[config.mk]
export PLATFORM = sky130hd
export DESIGN_NAME = serial_frame_deser
export DESIGN_NICKNAME = d
export VERILOG_FILES = /design/src/rtl/serial_frame_deser_pkg.sv /design/src/rtl/sync_fifo.sv /design/src/rtl/serial_frame_deser.sv
export SDC_FILE = /design/constraint.sdc
export NUM_CORES = 1
export LEC_CHECK = 0
export ABC_CLOCK_PERIOD_IN_PS = 4100
export CORE_MARGIN = 4
export CORE_UTILIZATION = 55
export DETAILED_ROUTE_END_ITERATION = 7
export PLACE_DENSITY_LB_ADDON = 0.3
export SLEW_MARGIN = 20
export SYNTH_ARGS = -nofsm -noshare
export SYNTH_HDL_FRONTEND = slang
export SYNTH_SLANG_ARGS = --single-unit
[constraint.sdc]
create_clock -name clk -period 4.1 [get_ports clk]
set_input_delay 0.82 -clock clk [delete_from_list [all_inputs] [get_ports clk]]
set_output_delay 0.82 -clock clk [all_outputs]
set_load 0.1 [all_outputs]
[src/rtl/serial_frame_deser_pkg.sv]
// Shared types and defaults for the serial frame deserializer.
// Holds the FSM state enum, the buffered byte record (frame markers plus
// payload) and the default sync pattern searched for in the bit stream.
package serial_frame_deser_pkg;

  localparam int DEF_DW = 8;
  localparam logic [DEF_DW-1:0] SYNC_DEFAULT = 8'hA5;

  typedef enum logic {
    HUNT = 1'b0,
    DATA = 1'b1
  } state_t;

  // One buffered byte: start/end-of-frame markers travel with the payload
  typedef struct packed {
    logic              sof;
    logic              eof;
    logic [DEF_DW-1:0] data;
  } frame_entry_t;

endpackage

[src/rtl/sync_fifo.sv]
// Small synchronous FIFO used as the deserializer's output buffer.
// Ports:
//   clk, rst_n            - clock, synchronous active-low reset
//   push, push_data       - write request and word
//   pop                   - read request (ignored when empty)
//   pop_data              - head word, forced to 0 while empty
//   full, empty           - occupancy flags
// A push while full is accepted only if a pop happens in the same cycle.
module sync_fifo #(
  parameter int W     = 10,
  parameter int DEPTH = 2
) (
  input  logic         clk,
  input  logic         rst_n,
  input  logic         push,
  input  logic [W-1:0] push_data,
  input  logic         pop,
  output logic [W-1:0] pop_data,
  output logic         full,
  output logic         empty
);

  localparam int AW = (DEPTH > 1) ? $clog2(DEPTH) : 1;

  logic [W-1:0]  mem [DEPTH];
  logic [AW-1:0] wrPtr;
  logic [AW-1:0] rdPtr;
  logic [AW:0]   count;
  logic          doPush;
  logic          doPop;

  assign empty  = (count == '0);
  assign full   = (count == (AW+1)'(DEPTH));
  assign doPop  = pop && !empty;
  assign doPush = push && (!full || doPop);

  // Pointers wrap naturally because the depth is a power of two
  always_ff @(posedge clk) begin
    if (!rst_n) begin
      wrPtr <= '0;
      rdPtr <= '0;
      count <= '0;
    end else begin
      if (doPush) wrPtr <= wrPtr + 1'b1;
      if (doPop)  rdPtr <= rdPtr + 1'b1;
      case ({doPush, doPop})
        2'b10:   count <= count + 1'b1;
        2'b01:   count <= count - 1'b1;
        default: count <= count;
      endcase
    end
  end

  // Storage needs no reset; the head is masked while the FIFO is empty
  always_ff @(posedge clk) begin
    if (doPush) mem[wrPtr] <= push_data;
  end

  assign pop_data = empty ? '0 : mem[rdPtr];

endmodule

[src/rtl/serial_frame_deser.sv]
// Serial frame deserializer: hunts for a bit-aligned sync word in the
// incoming serial stream, then assembles FRAME_LEN MSB-first bytes and
// queues them, tagged with start/end-of-frame, in a small output FIFO.
// Ports:
//   clk, rst_n                 - clock, synchronous active-low reset
//   din, din_en                - serial bit and its qualifier
//   byte_data/sof/eof, valid   - head of the output FIFO
//   byte_ready                 - consumer takes the head byte
//   locked                     - currently assembling a frame
//   overflow                   - sticky: a completed byte was dropped
module serial_frame_deser
  import serial_frame_deser_pkg::*;
#(
  parameter int          DW         = DEF_DW,
  parameter logic [DW-1:0] SYNC     = SYNC_DEFAULT,
  parameter int          FRAME_LEN  = 4,
  parameter int          FIFO_DEPTH = 2
) (
  input  logic          clk,
  input  logic          rst_n,
  input  logic          din,
  input  logic          din_en,
  output logic [DW-1:0] byte_data,
  output logic          byte_valid,
  input  logic          byte_ready,
  output logic          byte_sof,
  output logic          byte_eof,
  output logic          locked,
  output logic          overflow
);

  localparam int BCW = (DW > 1) ? $clog2(DW) : 1;
  localparam logic [BCW-1:0] BIT_LAST  = BCW'(DW - 1);
  localparam logic [7:0]     BYTE_LAST = 8'(FRAME_LEN - 1);

  state_t          state;
  state_t          nextState;
  logic [DW-1:0]   huntReg;
  logic [DW-1:0]   asmReg;
  logic [DW-1:0]   huntNext;
  logic [DW-1:0]   asmNext;
  logic [BCW-1:0]  bitCnt;
  logic [7:0]      byteCnt;
  logic            push;
  logic            lastByte;
  logic            fifoFull;
  logic            fifoEmpty;
  logic [DW+1:0]   headWord;

  assign huntNext = {huntReg[DW-2:0], din};
  assign asmNext  = {asmReg[DW-2:0], din};
  assign lastByte = (byteCnt == BYTE_LAST);

  // Next state and byte-complete strobe; sync is checked on every bit
  always_comb begin
    nextState = state;
    push      = 1'b0;
    case (state)
      HUNT: begin
        if (din_en && huntNext == SYNC) nextState = DATA;
      end
      DATA: begin
        if (din_en && bitCnt == BIT_LAST) begin
          push = 1'b1;
          if (lastByte) nextState = HUNT;
        end
      end
      default: nextState = HUNT;
    endcase
  end

  always_ff @(posedge clk) begin
    if (!rst_n) state <= HUNT;
    else        state <= nextState;
  end

  // Shift registers and counters; counters sit at zero while hunting so a
  // new frame always starts from byte 0, bit 0
  always_ff @(posedge clk) begin
    if (!rst_n) begin
      huntReg <= '0;
      asmReg  <= '0;
      bitCnt  <= '0;
      byteCnt <= '0;
    end else if (din_en) begin
      if (state == HUNT) begin
        huntReg <= huntNext;
        bitCnt  <= '0;
        byteCnt <= '0;
      end else begin
        asmReg <= asmNext;
        if (push) begin
          bitCnt <= '0;
          if (lastByte) begin
            byteCnt <= '0;
            huntReg <= '0;
          end else begin
            byteCnt <= byteCnt + 1'b1;
          end
        end else begin
          bitCnt <= bitCnt + 1'b1;
        end
      end
    end
  end

  // A byte completing while the FIFO is full and not draining is lost
  always_ff @(posedge clk) begin
    if (!rst_n) overflow <= 1'b0;
    else if (push && fifoFull && !(byte_valid && byte_ready)) overflow <= 1'b1;
  end

  sync_fifo #(
    .W     (DW + 2),
    .DEPTH (FIFO_DEPTH)
  ) u_fifo (
    .clk       (clk),
    .rst_n     (rst_n),
    .push      (push),
    .push_data ({(byteCnt == 8'd0), lastByte, asmNext}),
    .pop       (byte_ready),
    .pop_data  (headWord),
    .full      (fifoFull),
    .empty     (fifoEmpty)
  );

  assign byte_valid = !fifoEmpty;
  assign byte_sof   = headWord[DW+1];
  assign byte_eof   = headWord[DW];
  assign byte_data  = headWord[DW-1:0];
  assign locked     = (state == DATA);

endmodule

### Yosys cells after proc, flatten, opt, wreduce, memory -nomap -nowiden

Memories as Yosys holds them, arrays and structs flattened. A register that Yosys moved wholly into a read port is not among the register bits.
Cells that the tools add are included.

* bits in registers: 31
* bits in writable memories: 20
* bits of input ports: 5
* logic and storage cells: 61
* memories: 1

Memories
* u_fifo.mem: depth 2, width 10, read ports 1, clocked after memory_dff 1, write ports 1, line sync_fifo.sv:25 `logic [W-1:0] mem [DEPTH];`

* add/sub/neg operators: 6
* equality and inequality tests: 8
* multiplexer cells: 20
* bitwise operators: 1
* reduce and logical (&&, ||, !) cells: 16

Operator list (count)
* 2-to-1 mux 8 bit: 3
* 2-to-1 mux 7 bit: 3
* 2-to-1 mux 10 bit: 1
* 2-to-1 mux 1 bit: 9
* adder 8 x 1 -> 8 bit, second input constant: 1
* == test 8 x 2 -> 1 bit, second input constant: 1
* == test 8 bit, second input constant: 1
* logical NOT 8 bit: 1
* logical AND 1 bit: 6
* 2-to-1 mux 3 bit: 2
* == test 2 bit, second input constant: 2
* != test 2 x 1 -> 1 bit, second input constant: 2
* one-hot mux 2 bit (2 select lines): 1
* AND reduction 2 bit: 2
* adder 3 x 1 -> 3 bit, second input constant: 1
* == test 3 bit, second input constant: 1
* logical NOT 1 bit: 3
* AND reduction 3 bit: 1
* adder 1 bit, second input constant: 2
* adder 2 x 1 -> 2 bit, second input constant: 1
* == test 2 x 1 -> 1 bit, second input constant: 1
* logical NOT 2 bit: 1
* one-hot mux 1 bit (2 select lines): 1
* nonzero test 2 bit: 1
* 3 further kinds: 3

### Logic depth before layout (Yosys ltp)

Gate-level depths: netlist of the first run.

* depth after elaboration: 7
* mapped depth: 6

### By module

From an unflattened synthesis of the first run, not the netlist that was laid out.

* cells, all modules: 206
* area total of the unflattened synthesis: 2212.1 sq um

Modules (own cells, without submodules)
* serial_frame_deser: times used 1, cells each 134, area an instance 1212.4 sq um
* sync_fifo: times used 1, cells each 72, area an instance 999.7 sq um

### Worst setup path after synthesis of the first run

No wires, ideal clock.

* path kind: register -> output
* start: register u_fifo.count[1]
* end: output byte_data[0]
* arrival: 1935 ps
* required time: 3280 ps
* path slack: 1345 ps
* cell stages (with the launch flop): 4
* path buffers: 1
* cells stage by stage: dfxtp_1 > nor2_1 > clkbuf_1 > nor2_1

* word-level cells in the longest chain between the ends: 2

RTL lines
* from (decl): line sync_fifo.sv:28 `logic [AW:0] count;`
* from (signal assigned): line sync_fifo.sv:47 `2'b10: count <= count + 1'b1;`
* from (signal assigned): line sync_fifo.sv:48 `2'b01: count <= count - 1'b1;`
* from (signal assigned): line sync_fifo.sv:49 `default: count <= count;`
* logical NOT 2 bit: line sync_fifo.sv:32 `assign empty = (count == '0);`
* 2-to-1 mux 10 bit: line sync_fifo.sv:59 `assign pop_data = empty ? '0 : mem[rdPtr];`
* to (decl): line serial_frame_deser.sv:23 `output logic [DW-1:0] byte_data,`

No other way between the ends.

==> impl_metrics.yaml, run 1 <==
sta:
  tightest_slew_ns: 0.974
  fin_crit_ns: 3.24
  fin_setup_tns_ns: 0
  rsz0062_at_grt: "no"
  fmax_mhz: 309
  maxSlewViolCount: 0
  fin_skew_ns: 0.00454
  setup_viol: 0
  slew_headroom: 0.349
  period_share: 0.790
  final_hold_viol_count: 0
  fin_hold_ws_ns: 0.482
  fin_ws_ns: 0.860
worst_setup_path:
  crit_path_start_kind: "flip-flop"
  crit_path_end_kind: "output pin"
  ff2ff_setup_slack_ns: 2.07
  slowest_stage: "clkdlybuf4s50_1"
  required_ns: 3.28
  max_stage_delay_ns: 1.15
  rr_endpoint: "u_fifo.mem[1][6]$_DFFE_PP_"
  cp_num_buf_inv: 1
  rr_startpoint: "locked$_SDFF_PN0_"
  r2r_cells: 3
  crit_family: "buffers and inverters"
  critPathMaxFanout: 10
  cp.arrival_ns: 2.42
  crit_path_cell_trace: "mux2i_1 > nor2_1 > clkdlybuf4s50_1"
  critPathKind: "flip-flop to output pin"
yosys:
  synth_most_common_cell: "dfxtp_1"
  synth_area_leaders: "dfxtp_1 29%, edfxtp_1 27%, a21boi_0 4.7%"
  synth_ff_type: "dfxtp_1"
  synthDominantCellAreaShare: 0.288
  synth-adder-area-share: 0.0225
  synth_top_family_by_area: "simple AND/OR/NAND/NOR gates"
  ys_seq_area_frac: 0.558
  synth_compound_area_frac: 0.136
  synth-simple-area-share: 0.201
  synth.largest_area_cell: "dfxtp_1"
  synth-seq-cells: 52
  synth.net_count: 224
  synth-warning-count: 0
  synth_async_sr_flop_share: 0
  ys_types: 38
  synth_edf_count: 20
  synth_xor_area_frac: 0.0118
  synthesis.area_mm2: 0.00223
  synth.avg_cell_area_um2: 10.4
  synthCells: 215
  ys_top_cells_by_count: "32 x dfxtp_1, 22 x nand2_1, 20 x edfxtp_1, 19 x nor2_1, 15 x nand3_1"
  synthMuxAreaShare: 0.0450
clock_tree:
  clk_latency_ns: 0.31
  root_buffer: "clkbuf_8"
  cts_resized: 0
  cts.clk_slew.worst_paths_ns: 0.09
  post-cts-setup-buffers: 0
  htree_num_levels: 2
  cts_buffer_depth: 2
  ctsHoldBuffers: 0
  cts_sinks: 52
  cts-buffers-inserted: 5
  tritoncts: "done"
placed_design:
  dp_hpwl_mm: 2.62
  portBuffers: 17
  dp_slack_ns: 1.15
  placed_cell_area_mm2: 0.00243
  gp_congestion: 0.817
flow_run:
  max_cap_viol_count: 0
drt:
  drt-pass1-iter-count: 4
  vias: 1561
  via_per_inst: 5.54
  drc: 0
  routed_wl_mm: 3.78
  drt_iter0_drc: 86
  drt-wirelength-per-cell_um: 13.4
  antenna_left: 0
power:
  leakage_nw: 0.877
  powerDensity_mw_per_mm2: 355
  max-vdd-ir-drop_mv: 0.183
global_route:
  grt_pass1_vias: 1456
  grt_max_degree: 31
  antenna_found_initial: 0
  grt_pass1_wl_mm: 6.60
  grt_overflow_total: 0
  grt_usage: 0.165
floorplan:
  start_util: 0.590
  die_w_um: 71.6
  dieArea_mm2: 0.00513
  io_pins: 18
  fp.dieH_um: 71.6
  coreArea_mm2: 0.00377
  num_rows: 22
final_layout:
  post-route-util: 0.675
  num-nets-final: 242
  finish.instance_area_mm2: 0.00255
  syn2layout_area_growth_pct: 14.4
  drive_gt1_frac: 0.0598
  final.fill_count: 286
  antenna_cells: 0
run_status:
  outcome: "finished clean"
min_path:
  min_to: "u_fifo.mem[1][7]$_DFFE_PP_"
  hp-start: "asmReg[6]$_SDFFE_PN0P_"
  worst_hold_path_type: "flip-flop to flip-flop"
  hold_depth: 0
==> cell usage in the layout, fill, tap and decap left out, types with 2 or more instances in the layout <==
master / n
edfxtp_1: 20
mux2i_1: 10
and3_1: 3
o21ai_0: 13
or3_1: 3
nor2_1: 19
clkdlybuf4s50_1: 17
nor2b_1: 7
clkbuf_8: 5
xnor2_1: 2
ha_1: 4
nand3_1: 15
buf_4: 2
nand4_1: 4
a21oi_1: 8
nor3_1: 3
nand2_1: 22
inv_1: 6
a21boi_0: 14
o211a_1: 2
and2_1: 4
dfxtp_1: 32
==> worst reg2reg max path: stages (launching register included) <==
cell and delay (ns):
dfxtp_1 0.66, nand3_1 0.39, nor2_1 0.22, and2_1 0.42
==> registers in the layout (all words and copies together) (netlist names), named ones only <==
register      flops
asmReg            7
bitCnt            3
byteCnt           8
huntReg           7
locked            1
overflow          1
u_fifo.count      2
u_fifo.mem       20
u_fifo.rdPtr      1
u_fifo.wrPtr      1
==> through the flow <==
stage / instances / power [W]
floorplan: 215 / 0.000558
global placement: 274 / 0.000567
detailed placement: 274 / 0.000567
CTS: 282 / 0.000910
global route: 282 / 0.000935
finish: 282 / 0.000903
==> power breakdown <==
group	total, W	leakage (nW)	switching (W)	internal (W)
sequential	0.000534	0.426	0.000000783	0.000533
combinational	0.0000216	0.396	0.0000128	0.00000884
clock	0.000348	0.0558	0.000167	0.000181
==> logic make-up (layout without fill, tap and decap cells) <==
| family | Yosys count | count (layout) |
|---|---|---|
| AO/OA/AOI/OAI | 45 | 45 |
| AND/OR/NAND/NOR | 87 | 87 |
| buffers and inverters | 14 | 33 |
| XOR/XNOR | 3 | 3 |
| adder cells (fa/ha/maj) | 4 | 4 |
| multiplexers | 10 | 10 |
| flip-flops | 52 | 52 |
==> worst max-delay path by stage <==
stage / endpoint / cells past startpoint / slack [ns] / startpoint
finish: byte_data[4] / 3 / 0.86 / flip-flop
global placement: byte_sof / 3 / 1.23 / flip-flop
floorplan: byte_data[0] / 3 / 1.35 / u_fifo.count[1]$_SDFFE_PN0P_
global route: byte_data[4] / 3 / 0.68 / flip-flop
CTS: byte_data[4] / 3 / 0.82 / flip-flop
detailed placement: byte_data[4] / 3 / 1.15 / flip-flop
==> cell type report <==
type	instances	area [µm²]	area share
well taps	48	60.1	0.0236
multi-input cells	149	926	0.364
repair buffers	19	185	0.0727
inverters	6	22.5	0.00885
flip-flops and latches	52	1240	0.487
clock inverters	3	42.5	0.0167
clock buffers	5	68.8	0.0270
==> metal layers <==
metal | wire (µm) | GRT usage
met5 | 0 | 0
met4 | 89 | 0.0731
met3 | 154 | 0.0435
met2 | 1760 | 0.264
met1 | 1770 | 0.208
Power figures use the tool's default switching activity.
==> run 2, diff against run 1 <==
ABC_CLOCK_PERIOD_IN_PS = 3060   (was 4100)
clock period = 3.06 ns   (was 4.1 ns; I/O delays follow)
==> run 2 against run 1 <==
Worst hold slack improved by 0.00070 ns; sequential power is 34% higher; critical path depth unchanged; setup slack worse by 0.041 ns; final cell count unchanged; non-clock buffer count unchanged; clock power grew 15%; total power is 27% higher; combinational power up 36%; clock skew rose by 0.0027 ns; die area did not move; critical path type unchanged; critical endpoint unchanged.
==> impl_metrics.yaml, run 2 (synthesis results as in run 1) <==
floorplan:
  io_pins: 18
  dieArea_mm2: 0.00513
  die_w_um: 71.6
  coreArea_mm2: 0.00377
  fp.dieH_um: 71.6
  num_rows: 22
  start_util: 0.590
drt:
  vias: 1576
  via_per_inst: 5.59
  drc: 0
  drt-wirelength-per-cell_um: 13.5
  drt_iter0_drc: 98
  antenna_left: 0
  routed_wl_mm: 3.80
  drt-pass1-iter-count: 4
sta:
  final_hold_viol_count: 0
  fin_crit_ns: 2.24
  rsz0062_at_grt: "no"
  fin_setup_tns_ns: 0
  slew_headroom: 0.388
  tightest_slew_ns: 0.915
  fmax_mhz: 446
  maxSlewViolCount: 0
  fin_skew_ns: 0.00727
  fin_ws_ns: 0.819
  fin_hold_ws_ns: 0.483
  setup_viol: 0
  period_share: 0.732
clock_tree:
  cts_sinks: 52
  clk_latency_ns: 0.30
  cts_resized: 0
  post-cts-setup-buffers: 0
  tritoncts: "done"
  cts_buffer_depth: 2
  cts-buffers-inserted: 5
  ctsHoldBuffers: 0
  htree_num_levels: 2
  cts.clk_slew.worst_paths_ns: 0.09
  root_buffer: "clkbuf_8"
placed_design:
  dp_slack_ns: 0.639
  portBuffers: 17
  placed_cell_area_mm2: 0.00240
  dp_hpwl_mm: 2.64
  gp_congestion: 0.777
power:
  leakage_nw: 0.895
  max-vdd-ir-drop_mv: 0.256
  totalPowerFinal_w: 0.00114
  powerDensity_mw_per_mm2: 458
worst_setup_path:
  critPathMaxFanout: 11
  r2r_cells: 5
  crit_path_start_kind: "flip-flop"
  rr_startpoint: "bitCnt[0]$_SDFFE_PN0P_"
  required_ns: 2.45
  crit_path_end_kind: "output pin"
  cp-startpoint: "u_fifo.count[0]$_SDFFE_PN0P_"
  critPathKind: "flip-flop to output pin"
  cp.arrival_ns: 1.63
final_layout:
  drive_gt1_frac: 0.120
  finish.instance_area_mm2: 0.00250
  reg_top3: "u_fifo.mem x20, byteCnt x8"
  antenna_cells: 0
  syn2layout_area_growth_pct: 12.3
  final_common_cell: "dfxtp_1"
  top_register: "u_fifo.mem"
  final_cell_mix: "32 x dfxtp_1, 22 x nand2_1, 20 x edfxtp_1, 19 x nor2_1"
  num-nets-final: 242
  largest_reg_flops: 20
global_route:
  grt_pass1_wl_mm: 6.44
  antenna_found_initial: 0
  grt_usage: 0.160
  grt_pass1_vias: 1422
  grt_overflow_total: 0
  grt_max_degree: 31
min_path:
  hold_depth: 2
  worst_hold_path_type: "flip-flop to flip-flop"
  hp-start: "huntReg[4]$_SDFFE_PN0P_"
flow_run:
  max_cap_viol_count: 0
run_status:
  outcome: "finished clean"
-- run 2: cell count changes in the layout (fill, tap and decap cells not counted), sizes merged --
cell	change
buf	+13
clkdlybuf4s50	-13
bufinv	-1
clkinv	-1
inv	+1
clkinvlp	+1
-- run 2: per-stage QoR --
stage / std cells / util
2_1_floorplan: 215 / -
3_3_place_gp: 274 / 0.637
3_5_place_dp: 274 / 0.637
4_1_cts: 282 / 0.663
5_1_grt: 282 / 0.663
6_report: 282 / 0.663
-- run 2: worst paths after layout --
| check | to | slack (ns) |
|---|---|---|
| hold / removal | huntReg[5]$_SDFFE_PN0P_ | 0.48 |
| hold reg to reg | huntReg[5]$_SDFFE_PN0P_ | 0.48 |
| setup / recovery | byte_data[4] | 0.82 |
| setup reg to reg | u_fifo.mem[1][2]$_DFFE_PP_ | 1.00 |
-- run 2: worst max-delay path, stage by stage (launching register included) --
cell and delay, ns:
dfxtp_1 0.39, nor2_1 0.55, nor2_1 0.12, buf_4 0.26
-- run 2: area by class of cell --
| class | count | area, µm² |
|---|---|---|
| sequential | 52 | 1240 |
| clock buffer | 5 | 68.8 |
| timing repair buffer | 19 | 153 |
| clock inverter | 3 | 27.5 |
| tap | 48 | 60.1 |
| fill | 297 | 1270 |
| inverter | 6 | 22.5 |
| multi-input combinational | 149 | 926 |
-- run 2: metal layers --
metal / part of all wire / track usage
met5: 0 / 0
met4: 0.014 / 0.0710
met3: 0.032 / 0.0393
met2: 0.50 / 0.258
met1: 0.46 / 0.202
-- run 2: power by group --
part	internal, W	total [W]	switching [W]
logic	0.0000119	0.0000294	0.0000175
registers	0.000714	0.000715	0.00000100
clock network	0.000168	0.000400	0.000232
total	0.000894	0.00114	0.000251
==> run 3, diff against run 2 <==
ABC_CLOCK_PERIOD_IN_PS = 1880   (was 3060)
CORE_UTILIZATION = 51   (was 55)
clock period = 1.88 ns   (was 3.06 ns; I/O delays follow)
==> run 3 against run 2 <==
Setup slack got worse by 0.67 ns; flip-flop and latch count did not move; register-to-register slack got worse by 0.85 ns; sequential power rose by 62%; combinational power rose by 100%; non-clock buffer count rose by 11; clock power rose by 89%; sequential share of layout area fell by 5.3 points; cell area rose by 12%; count of clock-buffer cells in the layout did not move; first-iteration DRC count rose by 29%; highest routed layer unchanged.
==> impl_metrics.yaml, run 3 (synthesis results as in run 1) <==
run_status:
  outcome: "finished clean"
floorplan:
  num_rows: 23
  start_util: 0.541
  io_pins: 18
  die_w_um: 74.1
  coreArea_mm2: 0.00412
  dieArea_mm2: 0.00549
  fp.dieH_um: 74.1
power:
  leakage_nw: 1.02
  totalPowerFinal_w: 0.00198
  pwr-share-seq: 0.587
  p_clk_frac: 0.383
  power_frac_comb: 0.030
  p_sw_frac: 0.200
  internal_power_w: 0.00158
  max-vdd-ir-drop_mv: 0.529
  netSwitchingPower_w: 0.000396
  powerDensity_mw_per_mm2: 705
worst_setup_path:
  crit_path_end_kind: "flip-flop"
  crit_path_start_kind: "flip-flop"
  critPathKind: "flip-flop to flip-flop"
  critPathMaxFanout: 10
  r2r_cells: 6
  cp.arrival_ns: 1.76
  required_ns: 1.91
sta:
  rsz0062_at_grt: "no"
  fmax_mhz: 577
  fin_skew_ns: 0.00234
  maxSlewViolCount: 0
  fin_crit_ns: 1.73
  final_hold_viol_count: 0
  setup_viol: 0
  fin_hold_ws_ns: 0.470
  period_share: 0.921
  tightest_slew_ns: 0.443
  slew_headroom: 0.704
  fin_setup_tns_ns: 0
global_route:
  antenna_found_initial: 0
  grt_overflow_total: 0
  grt_pass1_vias: 1537
  grt_max_degree: 17
  grt_pass1_wl_mm: 6.98
  grt_usage: 0.164
final_layout:
  reg_top3: "u_fifo.mem x20, byteCnt x8"
  final_common_cell: "dfxtp_1"
  final_cell_mix: "30 x dfxtp_1, 22 x nand2_1, 20 x edfxtp_1, 18 x nor2_1"
  fin_cells: 295
  top_register: "u_fifo.mem"
  drive_gt1_frac: 0.180
  largest_reg_flops: 20
  finish.instance_area_mm2: 0.00281
  syn2layout_area_growth_pct: 26.1
  antenna_cells: 0
  num-nets-final: 253
drt:
  drt-wirelength-per-cell_um: 13.7
  antenna_left: 0
  via_per_inst: 5.35
  routed_wl_mm: 4.04
  drt_iter0_drc: 126
  drt-pass1-iter-count: 4
  drc: 0
  vias: 1579
clock_tree:
  root_buffer: "clkbuf_8"
  htree_num_levels: 2
  cts.clk_slew.worst_paths_ns: 0.09
  cts-buffers-inserted: 5
  cts_sinks: 52
  clk_latency_ns: 0.30
  tritoncts: "done"
  cts_buffer_depth: 2
placed_design:
  dp_hpwl_mm: 2.86
  gp_congestion: 0.817
  portBuffers: 17
  placed_cell_area_mm2: 0.00266
  dp.cells: 286
flow_run:
  max_cap_viol_count: 0
min_path:
  worst_hold_path_type: "flip-flop to flip-flop"
  hold_depth: 0
[run 3: changes by cell type in the layout (fill, tap and decap cells not counted), moves of 2 or more]
cell     delta
buf_4       -3
buf_12     +14
nand3_2     +2
dfxtp_1     -2
nand3_1     -2
[run 3: timing repair]
item	4_1_cts	5_1_grt
setup endpoints to repair	11	34
pin swaps	0	1
hold buffers	0	0
resized for setup	2	3
setup buffers	0	1
[run 3: power by group through the flow]
stage          clock network (W)  registers (W)  logic [W]
2_1_floorplan                  0        0.00119  0.0000280
3_3_place_gp                   0        0.00119  0.0000580
3_5_place_dp                   0        0.00119  0.0000580
4_1_cts                 0.000772        0.00116  0.0000584
5_1_grt                 0.000810        0.00116  0.0000647
6_report                0.000757        0.00116  0.0000596
[run 3: worst max-delay path, cell delays in order (launching register included)]
cell	delay (ns)
dfxtp_1	0.36
ha_1	0.16
ha_1	0.26
nand3_2	0.17
nor2_1	0.18
and2_1	0.19
buf_12	0.14
[run 3: metrics by stage]
stage	util	setup slack [ns]
final	0.682	0.148
after global routing	0.682	0.000208
after CTS	0.674	0.00528
after detailed placement	0.646	-0.117
after global placement	0.646	-0.0729
after floorplan	-	-0.431
[run 3: cell type report]
cell class              count  area (µm²)
fillers                   318        1310
flip-flops and latches     52        1250
multi-input cells         149         955
repair buffers             30         410
clock buffers               5        68.8
well taps                  50        62.6
clock inverters             3        42.5
inverters                   6        22.5
[run 3: final timing paths]
path,start,to,slack (ns)
worst max-delay path,bitCnt[0]$_SDFFE_PN0P_,u_fifo.mem[1][7]$_DFFE_PP_,0.15
worst min-delay path,asmReg[6]$_SDFFE_PN0P_,u_fifo.mem[0][7]$_DFFE_PP_,0.47
worst max register to register,bitCnt[0]$_SDFFE_PN0P_,u_fifo.mem[1][7]$_DFFE_PP_,0.15
worst min register to register,asmReg[6]$_SDFFE_PN0P_,u_fifo.mem[0][7]$_DFFE_PP_,0.47
[run 3: layer usage]
metal,track usage,share of wire,up-vias
met5,0,0,-
met4,0.0382,0.0064,0
met3,0.0378,0.032,2
met2,0.293,0.50,23
met1,0.201,0.47,732
li1,-,-,822
